`config.mk`:
```
export PLATFORM = sky130hd
export DESIGN_NAME = spi_reg_programmer
export DESIGN_NICKNAME = d
export VERILOG_FILES = /design/src/rtl/spi_reg_programmer.sv
export SDC_FILE = /design/constraint.sdc
export NUM_CORES = 1
export LEC_CHECK = 0
export ABC_AREA = 0
export CAP_MARGIN = 20
export CORE_MARGIN = 4
export CORE_UTILIZATION = 50
export CTS_CLUSTER_SIZE = 20
export DETAILED_ROUTE_END_ITERATION = 10
export PLACE_DENSITY_LB_ADDON = 0.08
export SYNTH_ARGS = -nofsm -noshare
export SYNTH_HDL_FRONTEND = slang
export SYNTH_SLANG_ARGS = --single-unit
```
`constraint.sdc`:
```
create_clock -name clk -period 15.7 [get_ports clk]
set_input_delay 3.14 -clock clk [delete_from_list [all_inputs] [get_ports clk]]
set_output_delay 3.14 -clock clk [all_outputs]
set_load 0.1 [all_outputs]
```
`src/rtl/spi_reg_programmer.sv`:
```
// SPI register-sequence programmer: shifts NUM_REGS {data, addr} frames LSB-first under LE framing,
// then optionally reads every register back and flags the first data mismatch.
module spi_reg_programmer #(
  parameter int unsigned NUM_REGS   = 4,
  parameter int unsigned DATA_W     = 28,
  parameter int unsigned ADDR_W     = 4,
  parameter int unsigned CLK_DIV    = 2,
  parameter int unsigned GAP_CYCLES = 64,
  parameter int unsigned READ_CMD   = 14
) (
  input  logic                       clk,
  input  logic                       reset,
  input  logic                       start,
  input  logic                       verify,
  input  logic [NUM_REGS*ADDR_W-1:0] reg_addr,
  input  logic [NUM_REGS*DATA_W-1:0] reg_data,
  output logic                       busy,
  output logic                       done,
  output logic                       error,
  output logic [3:0]                 err_idx,
  output logic                       spi_clk,
  output logic                       spi_le,
  output logic                       spi_mosi,
  input  logic                       spi_miso
);

  localparam int unsigned F    = ADDR_W + DATA_W;
  localparam int unsigned BitW = $clog2(F + 1);
  localparam int unsigned IdxW = (NUM_REGS > 1) ? $clog2(NUM_REGS + 1) : 1;
  localparam int unsigned DivW = (CLK_DIV > 1) ? $clog2(CLK_DIV) : 1;
  localparam int unsigned GapW = $clog2(GAP_CYCLES);

  typedef enum logic [3:0] {
    StIdle, StLoad, StShift, StGap, StRLoad, StRCmd, StRGap, StRShift, StDone
  } state_e;

  state_e state_q, state_d;

  logic                       verify_q;
  logic [NUM_REGS*ADDR_W-1:0] addr_q;
  logic [NUM_REGS*DATA_W-1:0] data_q;
  logic [IdxW-1:0]            idx_q;
  logic [DivW-1:0]            div_q;
  logic [GapW-1:0]            gap_q;
  logic [BitW-1:0]            bit_q;
  logic                       sclk_q;
  logic                       lead_q;
  logic                       tail_q;
  logic                       rd_back_q;
  logic [F-1:0]               tx_q;
  logic [F-1:0]               rx_q;
  logic                       error_q;
  logic [3:0]                 err_idx_q;

  logic              tick;
  logic              gap_end;
  logic              last;
  logic              frame_end;
  logic              shift_st;
  logic              entering;
  logic [ADDR_W-1:0] cur_addr;
  logic [DATA_W-1:0] cur_data;
  logic [F-1:0]      load_word;

  assign tick      = (div_q == DivW'(CLK_DIV - 1));
  assign gap_end   = (gap_q == GapW'(GAP_CYCLES - 1));
  assign last      = (idx_q == IdxW'(NUM_REGS - 1));
  assign frame_end = tick && tail_q;
  assign shift_st  = (state_q == StShift) || (state_q == StRCmd) || (state_q == StRShift);
  assign entering  = (state_d != state_q);
  assign cur_addr  = addr_q[idx_q*ADDR_W +: ADDR_W];
  assign cur_data  = data_q[idx_q*DATA_W +: DATA_W];
  // Read-command frames carry the target register address in the data field.
  assign load_word = (state_q == StRLoad) ? {DATA_W'(cur_addr), ADDR_W'(READ_CMD)}
                                          : {cur_data, cur_addr};

  always_ff @(posedge clk or posedge reset) begin
    if (reset) begin
      state_q <= StIdle;
    end else begin
      state_q <= state_d;
    end
  end

  always_comb begin
    state_d = state_q;
    unique case (state_q)
      StIdle:   if (start) state_d = StLoad;
      StLoad:   if (tick) state_d = StShift;
      StShift:  if (frame_end) state_d = StGap;
      StGap: begin
        if (gap_end) begin
          if (!last)         state_d = StLoad;
          else if (verify_q) state_d = StRLoad;
          else               state_d = StDone;
        end
      end
      StRLoad:  if (tick) state_d = StRCmd;
      StRCmd:   if (frame_end) state_d = StRGap;
      StRGap: begin
        if (gap_end) begin
          if (!rd_back_q) state_d = StRShift;
          else if (!last) state_d = StRLoad;
          else            state_d = StDone;
        end
      end
      StRShift: if (frame_end) state_d = StRGap;
      StDone:   state_d = StIdle;
      default:  state_d = StIdle;
    endcase
  end

  always_comb begin
    busy     = 1'b1;
    done     = 1'b0;
    spi_le   = 1'b0;
    spi_mosi = 1'b0;
    unique case (state_q)
      StIdle: begin
        busy   = 1'b0;
        spi_le = 1'b1;
      end
      StLoad, StRLoad:  spi_mosi = load_word[0];
      StShift, StRCmd:  spi_mosi = tx_q[0];
      StRShift:         spi_mosi = 1'b0;
      StGap, StRGap:    spi_le = 1'b1;
      StDone: begin
        busy   = 1'b0;
        done   = 1'b1;
        spi_le = 1'b1;
      end
      default: begin
        busy   = 1'b0;
        spi_le = 1'b1;
      end
    endcase
  end

  assign spi_clk = sclk_q;
  assign error   = error_q;
  assign err_idx = err_idx_q;

  always_ff @(posedge clk or posedge reset) begin
    if (reset) begin
      verify_q  <= 1'b0;
      addr_q    <= '0;
      data_q    <= '0;
      idx_q     <= '0;
      div_q     <= '0;
      gap_q     <= '0;
      bit_q     <= '0;
      sclk_q    <= 1'b0;
      lead_q    <= 1'b0;
      tail_q    <= 1'b0;
      rd_back_q <= 1'b0;
      tx_q      <= '0;
      rx_q      <= '0;
      error_q   <= 1'b0;
      err_idx_q <= '0;
    end else begin
      div_q <= (entering || tick) ? '0 : div_q + 1'b1;
      gap_q <= entering ? '0 : gap_q + 1'b1;

      if (state_q == StIdle && start) begin
        verify_q  <= verify;
        addr_q    <= reg_addr;
        data_q    <= reg_data;
        idx_q     <= '0;
        error_q   <= 1'b0;
        err_idx_q <= '0;
      end
      if (state_q == StGap && gap_end) begin
        idx_q <= last ? '0 : idx_q + 1'b1;
      end
      if (state_q == StRGap && gap_end && rd_back_q && !last) begin
        idx_q <= idx_q + 1'b1;
      end

      // Readback frames get one extra low half-period up front so every frame has the same length.
      if (entering && (state_d == StShift || state_d == StRCmd || state_d == StRShift)) begin
        sclk_q <= 1'b0;
        bit_q  <= '0;
        tail_q <= 1'b0;
        lead_q <= (state_d == StRShift);
        tx_q   <= (state_d == StRShift) ? '0 : load_word;
      end else if (shift_st && tick && !tail_q) begin
        if (lead_q) begin
          lead_q <= 1'b0;
        end else if (!sclk_q) begin
          sclk_q <= 1'b1;
          bit_q  <= bit_q + 1'b1;
          if (state_q == StRShift) rx_q <= {spi_miso, rx_q[F-1:1]};
        end else begin
          sclk_q <= 1'b0;
          tx_q   <= tx_q >> 1;
          if (bit_q == BitW'(F)) tail_q <= 1'b1;
        end
      end

      if (state_q == StRCmd && frame_end) rd_back_q <= 1'b0;
      if (state_q == StRShift && frame_end) begin
        rd_back_q <= 1'b1;
        if (!error_q && rx_q[F-1:ADDR_W] != cur_data) begin
          error_q   <= 1'b1;
          err_idx_q <= 4'(idx_q);
        end
      end
    end
  end

endmodule

```
Word-level counts from Yosys, hierarchy flattened --
Index checks and enable logic that the tools add are counted.
Word-level totals: flip-flop bits (word level) 222, bits in latches 0, bits in writable memories 0, bits in read-only memories 0, input port bits 133, output and inout bits 10, logic and storage cells 131, memories kept 0
Operators by class: $add $sub $neg 4, multipliers 1, div/mod/pow operators 0, order comparisons 0, eq/ne operators 18, shift-type cells 2, mux-type cells 51, bitwise gates (word level) 3, reductions and logical operators 36
Operators with widths (count):
- 32-bit two-way mux | 6
- 112-bit by 9-bit variable part select with 28-bit output | 1
- 4-bit two-way mux | 14
- 6-bit two-way mux | 5
- 28-bit inequality test | 1
- 4-bit one-hot mux with 7 select lines | 1
- 4-bit by 3-bit == test with 1-bit output (second input constant) | 6
- 1-bit two-way mux | 20
- 16-bit by 6-bit variable part select with 4-bit output | 1
- 6-bit by 1-bit adder with 6-bit output (second input constant) | 2
- 4-bit by 2-bit == test with 1-bit output (second input constant) | 3
- 6-bit == test (second input constant) | 2
- 1-bit logical AND | 12
- 3-bit two-way mux | 4
- 2-bit nonzero test | 4
- 7-bit OR reduction | 1
- 3-bit by 3-bit multiplier with 6-bit output (second input constant) | 1
- 3-bit AND reduction | 2
- 2-bit OR reduction | 3
- 1-bit logical OR | 5
- 5-bit AND reduction | 1
- 5-bit OR reduction | 1
- 4-bit by 1-bit == test with 1-bit output (second input constant) | 1
- 4-bit == test (second input constant) | 1
- 12 further kinds | 17

Logic depth before layout (Yosys ltp) --
Gate-level depths: netlist of the first run.
word-level depth 11, mapped depth 12, depth with buffers taken out 9

Least setup slack after synthesis of the first run --
Ideal clock, no wire load.
path kind flip-flop to output port, from register idx_q[0], to output spi_mosi, arrival 2.553 ns, required time 12.560 ns, setup slack 10.007 ns, stages on the path, launching flop included 7, buffers on the path 3, cell sequence dfrtp_1 buf_6 buf_6 buf_2 mux4_2 a32oi_1 nor2_1
On the way: longest elaborated chain between the ends 3
RTL lines:
- start: declaration | line 42 | logic [IdxW-1:0] idx_q;
- start signal: assignment | line 173 | idx_q <= last ? '0 : idx_q + 1'b1;
- start signal: assignment | line 176 | idx_q <= idx_q + 1'b1;
- 16-bit by 6-bit variable part select with 4-bit output | line 71 | assign cur_addr = addr_q[idx_q*ADDR_W +: ADDR_W];
- 32-bit two-way mux | line 74 | assign load_word = (state_q == StRLoad) ? {DATA_W'(cur_addr), ADDR_W'(READ_CMD)}
- 1-bit one-hot mux with 2 select lines | line 118 | unique case (state_q)
- end: declaration | line 23 | output logic spi_mosi,
No other way between the ends.

Worst setup path after layout of the first run --
from register idx_q[1], to output spi_mosi
The elaborated chain is that of the path after synthesis.

==> flow_summary_export.csv, run 1 <==
group,metric,value,unit
outcome,status,"complete, no violations",
yosys,ys_async_sr_fraction,100,%
sta,max_slew_margin,33.4,%
sta,hold_violations,0,
drt,drcViolationCount,0,
setup_path,cp.arrival,3.05,ns
sta,skew,0.0174,ns
yosys,synth_edf_count,0,
place,dp_hpwl,17.5,mm
setup_path,reg2reg_depth,9,
floorplan,dieHeight,155,um
grt,track_usage,21.2,%
setup_path,reg2reg_to,"tx_q[31]",
cells_and_area,nFillCells,1801,
grt,antenna_found_initial,0,
hold_path,hold_path_end,"data_q[45]",
setup_path,critPathRequiredTime,12.56,ns
power,leakage,6.35,nW
grt,grt_pass1_vias,8080,
drt,firstDrtPassIters,5,
setup_path,critPathKind,"flip-flop to output pin",
clock_network,cts_buffer_depth,3,
floorplan,die_width,155,um
clock_network,ctsRootBufferMaster,"clkbuf_16",
grt,grt_pass1_wl,41.8,mm
clock_network,clkTransAtPathRegs,0.06,ns
sta,worst_pin_slew,0.998,ns
power,ir_drop,0.0000793,V
drt,wire_per_inst,17.0,um
drt,drt-total-wl,25.7,mm
yosys,syn_inst,1096,
drt,vias_per_cell,5.39,
yosys,synth-xor-area-share,1.79,%
yosys,ys_warn_count,0,
hold_path,min_from,"data_q[45]",
yosys,synth-compound-area-share,4.69,%
yosys,synth.distinct_cells,62,
clock_network,cts_inserted_buffers,24,
yosys,syn_nets,1235,
floorplan,dieArea,24000,sq um
sta,rsz0062_at_grt,"false",
yosys,synthMuxAreaShare,16.9,%
clock_network,h-tree-depth,1,
yosys,synth_adder_area_share,0.696,%
place,gp_congestion,0.862,
floorplan,core-area,21200,sq um
yosys,ys_seq_elements,218,
cells_and_area,num-nets-final,1354,
yosys,ys.flop_type,"dfrtp_1",
setup_path,worstPathMaxFanout,39,
sta,slew_viol_final,0,
place,port_buffers,142,
setup_path,ff2ff_setup_slack,11.70,ns
cells_and_area,antenna_cells,0,
clock_network,postCtsHoldBufs,0,
sta,finalCritPeriodShare,39.4,%
clock_network,clk_latency,0.52,ns
sta,setup_tns,0,ns
power,p_total,0.00123,W
sta,setup_violations,0,
cells_and_area,drive_gt1_share,9.41,%
setup_path,r2r-start,"idx_q[2]",
grt,grt-ovfl-total,0,
clock_network,postCtsSetupBuffers,0,
yosys,synth_top_family_by_area,"simple AND/OR/NAND/NOR gates",
yosys,yosysSeqAreaShare,50.6,%
cells_and_area,post-route-util,62.6,%
cells_and_area,synthToLayoutAreaGrowth,22.7,%
clock_network,cts-resized-gates,0,
hold_path,min_path_cells,2,
sta,timing.fmax,162,MHz
hold_path,hold_class,"flip-flop to flip-flop",
clock_network,cts_tree,"done",
power,cellPowerDensity,92.7,nW/um^2
setup_path,start_kind,"flip-flop",
job,max_cap_viol_count,0,
drt,drtAntennaViolNets,0,
drt,vias,8129,
grt,grt_max_degree,143,
sta,fin_crit,6.19,ns
setup_path,cp-end-kind,"output pin",
yosys,avgSynthCellArea,9.84,sq um
drt,drt-initial-drc-count,549,
yosys,yosys.area_share.simple,21.8,%
floorplan,ioPinCount,143,
yosys,synthesis.area,10800,sq um
clock_network,cts_sinks,218,
floorplan,initial_utilization,51.0,%
floorplan,rows,53,
## critical path: stages (launching register included)
cell,delay [ns]
dfrtp_2,0.34
buf_4,0.46
mux4_2,0.38
a32oi_1,0.11
nor2_1,0.10
clkdlybuf4s50_1,1.14
## layout make-up
cell class	instances	area, sq um	share of cell area (%)
Clock buffer	36	706	5.33
Sequential cell	218	5460	41.2
Tap cell	275	344	2.60
Multi-Input combinational cell	805	4970	37.5
Inverter	13	56.3	0.425
Timing Repair Buffer	153	1530	11.5
Clock inverter	8	179	1.35
## sequential cells by signal, indices dropped and copies added, names as in the netlist
register and count:
data_q 112, tx_q 32, rx_q 28, addr_q 16, bit_q 6, gap_q 6
err_idx 4, state_q 4, idx_q 3, div_q 1, error 1, lead_q 1
rd_back_q 1, spi_clk 1, tail_q 1, verify_q 1
## per-layer routing
metal	wire length, um	vias up	GRT usage (%)
li1	-	3922	-
met1	12300	3943	32.4
met2	11500	229	32.2
met3	1430	35	4.12
met4	415	0	3.95
met5	0	-	0
## power breakdown
part           switching [W]   total, W  internal, W  leakage, nW
registers                  0   0.000562     0.000562         2.97
clock network       0.000225   0.000618     0.000393        0.428
logic              0.0000167  0.0000465    0.0000298         2.95
## stage by stage
stage	instance area (sq um)	instances	hold WS [ns]	worst slack, ns
detailed placement	12300	1462	0.454	9.78
floorplan	10800	1096	0.433	6.60
finish	13200	1508	0.469	9.51
global placement	12300	1461	0.450	9.83
CTS	13200	1506	0.469	9.46
global route	13200	1508	0.489	9.32
## cell usage in the layout, fill, tap and decap left out, drive strengths merged, types with 5 or more instances in the layout
cell	count
a21oi	8
inv	13
mux2i	73
nand2	449
clkbuf	37
dfrtp	218
buf	10
nor2	44
o21ai	21
nand4	11
xor2	9
xnor2	13
o211ai	7
mux2	34
a32oi	5
nand2b	6
clkdlybuf4s50	142
nand3	24
mux4	30
and3	7
nor3	8
ha	6
a31oi	6
bufinv	5
## synth_stat cells (11+ instances only)
library cell | instances | share of area [%]
mux4_2 | 21 | 4.4
o21ai_0 | 16 | 0.74
dfrtp_1 | 218 | 51
nand4_1 | 11 | 0.64
clkbuf_1 | 35 | 1.2
nor2_1 | 44 | 1.5
nand2_1 | 449 | 16
inv_1 | 13 | 0.45
nand3_1 | 24 | 1.1
xnor2_1 | 13 | 1.1
mux2_2 | 31 | 3.2
mux2i_1 | 73 | 6.8
## kinds of logic (layout without fill, tap and decap cells)
| logic type | count (synthesis) | in the layout |
|---|---|---|
| and+or+nand+nor | 572 | 572 |
| AOI/OAI and AO/OA | 68 | 68 |
| adders and majority gates | 6 | 6 |
| xor gates and xnor gates | 22 | 22 |
| DFF | 218 | 218 |
| buffers and inverters | 73 | 210 |
| muxes | 137 | 137 |
## how the worst max path moves through the flow
stage / to / slack, ns / startpoint / cells after the start
3_3_place_gp: tx_q[28] / 9.83 / start / 8
4_1_cts: spi_mosi / 9.46 / idx_q[1] / 5
3_5_place_dp: tx_q[12] / 9.78 / start / 8
2_1_floorplan: addr_q[0] / 6.60 / reset / 1
5_1_grt: spi_mosi / 9.32 / idx_q[1] / 5
6_report: spi_mosi / 9.51 / idx_q[1] / 5
Note: power is estimated with default switching activity, not from simulation.
==> inputs of run 2 (changes only) <==
==> constraint.sdc (replaced) <==
create_clock -name clk -period 5.6 [get_ports clk]
set_input_delay 1.12 -clock clk [delete_from_list [all_inputs] [get_ports clk]]
set_output_delay 1.12 -clock clk [all_outputs]
set_load 0.1 [all_outputs]
==> flow_summary_export.csv, run 2 (synthesis gave the netlist of run 1 again) <==
group,metric,value,unit
setup_path,r2r-start,"idx_q[0]",
drt,drcViolationCount,0,
setup_path,start_kind,"flip-flop",
job,max_cap_viol_count,0,
power,netSwitchingPower,0.000655,W
clock_network,clkTransAtPathRegs,0.06,ns
clock_network,ctsRootBufferMaster,"clkbuf_16",
floorplan,rows,53,
drt,drt-initial-drc-count,455,
sta,hold_violations,0,
cells_and_area,reg_top3,"data_q (112), tx_q (32), rx_q (28)",
drt,drt-total-wl,25.7,mm
power,cellPowerDensity,248,nW/um^2
clock_network,cts_buffer_depth,3,
hold_path,hold_class,"flip-flop to flip-flop",
power,p_sw_share,20.0,%
cells_and_area,final_common_cell,"nand2_1",
power,leakage,6.31,nW
clock_network,postCtsSetupBuffers,0,
power,comb_power_share,4.0,%
sta,fin_crit,4.01,ns
clock_network,cts_inserted_buffers,24,
cells_and_area,most-common-layout-cells,"nand2_1 (449), dfrtp_1 (216), clkdlybuf4s50_1 (142)",
power,power.share.clock,47.8,%
drt,vias,8064,
cells_and_area,largest_reg_flops,112,
floorplan,initial_utilization,51.0,%
hold_path,min_path_cells,2,
cells_and_area,drive_gt1_share,9.40,%
cells_and_area,antenna_cells,0,
sta,setup_violations,0,
place,port_buffers,142,
setup_path,cp.arrival,2.89,ns
sta,slew_viol_final,0,
sta,timing.fmax,249,MHz
grt,grt_pass1_vias,8036,
drt,vias_per_cell,5.34,
outcome,status,"complete, no violations",
sta,rsz0062_at_grt,"false",
setup_path,critPathRequiredTime,4.48,ns
grt,grt_max_degree,131,
place,gp_congestion,0.866,
power,p_total,0.00327,W
setup_path,reg2reg_depth,10,
cells_and_area,stdcell_count,1509,
drt,drtAntennaViolNets,0,
power,seqPwrFrac,48.2,%
grt,grt-ovfl-total,0,
grt,grt_pass1_wl,41.9,mm
floorplan,die_width,155,um
setup_path,worstPathMaxFanout,13,
setup_path,critPathKind,"flip-flop to output pin",
sta,finalCritPeriodShare,71.6,%
sta,skew,0.00775,ns
floorplan,dieHeight,155,um
sta,max_slew_margin,29.5,%
clock_network,cts_tree,"done",
cells_and_area,num-nets-final,1356,
place,dp_hpwl,17.6,mm
power,p_int,0.00261,W
clock_network,cts-resized-gates,0,
drt,firstDrtPassIters,5,
clock_network,h-tree-depth,1,
grt,track_usage,21.4,%
cells_and_area,regMostFlops,"data_q",
clock_network,clk_latency,0.51,ns
hold_path,hold_path_end,"data_q[87]",
floorplan,ioPinCount,143,
floorplan,dieArea,24000,sq um
setup_path,cp-end-kind,"output pin",
floorplan,core-area,21200,sq um
grt,antenna_found_initial,1,
drt,wire_per_inst,17.0,um
sta,worst_pin_slew,1.06,ns
place,place_inst,1465,
setup_path,ff2ff_setup_slack,2.34,ns
sta,setup_tns,0,ns
setup_path,reg2reg_to,"tx_q[15]",
hold_path,min_from,"data_q[87]",
cells_and_area,synthToLayoutAreaGrowth,21.8,%
clock_network,postCtsHoldBufs,0,
clock_network,cts_sinks,218,
power,ir_drop,0.000221,V
-- run 2: power groups by stage --
stage	logic, W	registers (W)	clock network, W
after global placement	0.000134	0.00160	0
after CTS	0.000133	0.00158	0.00160
after detailed placement	0.000132	0.00160	0
after global routing	0.000141	0.00157	0.00166
after floorplan	0.0000241	0.00160	0
final	0.000130	0.00158	0.00156
-- run 2: per-layer routing --
| metal | GRT usage [%] | vias up | part of all wire, % |
|---|---|---|---|
| li1 | - | 3931 | - |
| met1 | 32.8 | 3904 | 48 |
| met2 | 32.2 | 193 | 45 |
| met3 | 3.95 | 34 | 5.7 |
| met4 | 4.08 | 2 | 1.5 |
| met5 | 0 | - | 0.031 |
-- run 2: how the worst max path moves through the flow --
stage | startpoint | cells after the start | endpoint | slack (ns)
finish | state_q[0] | 5 | spi_mosi | 1.59
global route | state_q[0] | 6 | spi_mosi | 1.43
CTS | state_q[0] | 5 | spi_mosi | 1.56
detailed placement | start | 8 | tx_q[20] | 1.79
global placement | start | 8 | tx_q[28] | 1.82
floorplan | reset | 1 | addr_q[0] | 1.64
-- run 2: through the flow --
step	setup slack, ns	area [sq um]	hold slack (ns)	util [%]
floorplan	1.64	10800	0.433	-
global placement	1.82	12300	0.451	58.3
detailed placement	1.79	12300	0.457	58.4
CTS	1.56	13100	0.472	62.1
global route	1.43	13100	0.478	62.1
finish	1.59	13100	0.467	62.1
-- run 2: area by class of cell --
cell class                      instances  area, sq um
Fill cell                            1831         8010
Tap cell                              275          344
Clock buffer                           39          748
Timing Repair Buffer                  155         1530
Sequential cell                       218         5460
Multi-Input combinational cell        805         4970
Inverter                               13         52.6
Clock inverter                          4         45.0
-- run 2: worst max-delay path, cell delays in order, from the launching register on --
cell	delay (ns)
dfrtp_1	0.55
or3b_1	0.48
nand2_1	0.08
a32oi_1	0.05
nor2_1	0.10
clkdlybuf4s50_1	1.13
==> inputs of run 3 (changes only) <==
==> constraint.sdc (replaced) <==
create_clock -name clk -period 3.5 [get_ports clk]
set_input_delay 0.7 -clock clk [delete_from_list [all_inputs] [get_ports clk]]
set_output_delay 0.7 -clock clk [all_outputs]
set_load 0.1 [all_outputs]
==> flow_summary_export.csv, run 3 (synthesis gave the netlist of run 1 again) <==
group,metric,value,unit
floorplan,ioPinCount,143,
hold_path,hold_class,"flip-flop to flip-flop",
clock_network,cts_tree,"done",
clock_network,h-tree-depth,1,
floorplan,core-area,21200,sq um
sta,finalCritPeriodShare,94.7,%
hold_path,min_path_cells,1,
sta,whs,0.465,ns
clock_network,cts-resized-gates,0,
cells_and_area,drive_gt1_share,10.9,%
cells_and_area,num-nets-final,1366,
setup_path,critPathRequiredTime,2.80,ns
sta,worst_pin_slew,0.967,ns
cells_and_area,reg_top3,"data_q (112), tx_q (32), rx_q (28)",
setup_path,worstPathCellList,"buf_4 > mux4_2 > a32oi_1 > nor2_1 > buf_12",
power,cellPowerDensity,395,nW/um^2
setup_path,reg2reg_depth,8,
cells_and_area,final_common_cell,"nand2_1",
clock_network,cts_sinks,218,
drt,drcViolationCount,0,
cells_and_area,design_area,13300,sq um
setup_path,critPathKind,"flip-flop to output pin",
hold_path,hold_path_end,"gap_q[0]",
grt,grt_pass1_wl,42.6,mm
sta,max_slew_margin,35.3,%
setup_path,crit_family,"flip-flops",
sta,skew,0.0108,ns
setup_path,start_kind,"flip-flop",
cells_and_area,largest_reg_flops,112,
place,gp_congestion,0.834,
cells_and_area,nFillCells,1804,
clock_network,clk_latency,0.51,ns
setup_path,r2r-start,"idx_q[0]",
clock_network,postCtsSetupBuffers,0,
drt,vias,8118,
sta,setup_violations,0,
setup_path,ff2ff_setup_slack,0.47,ns
cells_and_area,antenna_cells,0,
sta,hold_violations,0,
clock_network,ctsRootBufferMaster,"clkbuf_16",
cells_and_area,synthToLayoutAreaGrowth,23.0,%
floorplan,initial_utilization,51.0,%
clock_network,cts_buffer_depth,3,
setup_path,max_stage_delay,0.64,ns
job,max_cap_viol_count,0,
setup_path,crit_buf_inv,2,
clock_network,cts_inserted_buffers,25,
clock_network,postCtsHoldBufs,0,
drt,wire_per_inst,17.2,um
floorplan,dieHeight,155,um
grt,grt_max_degree,135,
floorplan,die_width,155,um
grt,grt_pass1_vias,8101,
place,port_buffers,142,
grt,antenna_found_initial,0,
grt,grt-ovfl-total,0,
setup_path,reg2reg_to,"err_idx[2]",
setup_path,cpMaxStageDelayCell,"dfrtp_2",
setup_path,cp.arrival,2.61,ns
floorplan,dieArea,24000,sq um
drt,drt-initial-drc-count,811,
clock_network,clkTransAtPathRegs,0.06,ns
cells_and_area,regMostFlops,"data_q",
hold_path,min_from,"gap_q[0]",
sta,fin_crit,3.31,ns
drt,drtAntennaViolNets,0,
grt,track_usage,21.8,%
place,placed_cell_area,12500,sq um
setup_path,worstPathMaxFanout,14,
drt,vias_per_cell,5.34,
setup_path,cp-end-kind,"output pin",
drt,drt-total-wl,26.1,mm
sta,timing.fmax,302,MHz
floorplan,rows,53,
drt,firstDrtPassIters,5,
sta,rsz0062_at_grt,"false",
power,ir_drop,0.000313,V
sta,slew_viol_final,0,
cells_and_area,most-common-layout-cells,"nand2_1 (449), dfrtp_1 (216), clkdlybuf4s50_1 (136)",
place,dp_hpwl,18.3,mm
power,leakage,6.39,nW
outcome,status,"complete, no violations",
-- run 3: worst max path at each step --
stage / slack, ns / startpoint / endpoint / depth (start not counted)
after floorplan: -0.04 / reset / addr_q[0] / 1
after global placement: 0.49 / idx_q[0] / err_idx[1] / 8
after detailed placement: 0.47 / idx_q[0] / err_idx[2] / 8
after CTS: 0.13 / idx_q[0] / spi_mosi / 5
after global routing: 0.02 / idx_q[0] / spi_mosi / 5
final: 0.19 / idx_q[0] / spi_mosi / 5
-- run 3: worst register-to-register path, stage by stage, from the launching register on --
cell      delay [ns]
dfrtp_2         0.64
buf_4           0.32
mux4_1          0.68
nor4bb_1        0.29
a31oi_1         0.06
o21ai_0         0.15
nand4_1         0.17
o31ai_4         0.41
mux2i_1         0.22
-- run 3: per-layer routing --
metal	track usage (%)	wire length, um
met4	3.74	322
met1	34.1	12900
met5	0	0
met2	32.9	11600
met3	3.31	1360
-- run 3: area by class of cell --
| type | count | area, sq um | area share, % |
|---|---|---|---|
| Clock inverter | 9 | 72.6 | 0.547 |
| Multi-Input combinational cell | 805 | 4970 | 37.4 |
| Tap cell | 275 | 344 | 2.59 |
| Timing Repair Buffer | 164 | 1660 | 12.5 |
| Sequential cell | 218 | 5460 | 41.1 |
| Clock buffer | 35 | 723 | 5.45 |
| Inverter | 13 | 52.6 | 0.396 |
-- run 3: per-stage QoR --
| stage | std cells | setup TNS [ns] | setup slack, ns | utilization, % | total power, W |
|---|---|---|---|---|---|
| 6_report | 1519 | 0 | 0.187 | 62.8 | 0.00525 |
| 5_1_grt | 1519 | 0 | 0.0192 | 62.8 | 0.00544 |
| 4_1_cts | 1519 | 0 | 0.126 | 62.8 | 0.00531 |
| 3_5_place_dp | 1475 | 0 | 0.472 | 59.0 | 0.00278 |
| 3_3_place_gp | 1475 | 0 | 0.492 | 59.0 | 0.00279 |
| 2_1_floorplan | 1096 | -8.74 | -0.0401 | - | 0.00261 |
-- run 3: where the power goes --
| group | total, W | internal [W] | switching, W |
|---|---|---|---|
| clock network | 0.00251 | 0.00151 | 0.00101 |
| registers | 0.00252 | 0.00252 | 0 |
| logic | 0.000214 | 0.000137 | 0.0000767 |
| total | 0.00525 | 0.00416 | 0.00108 |
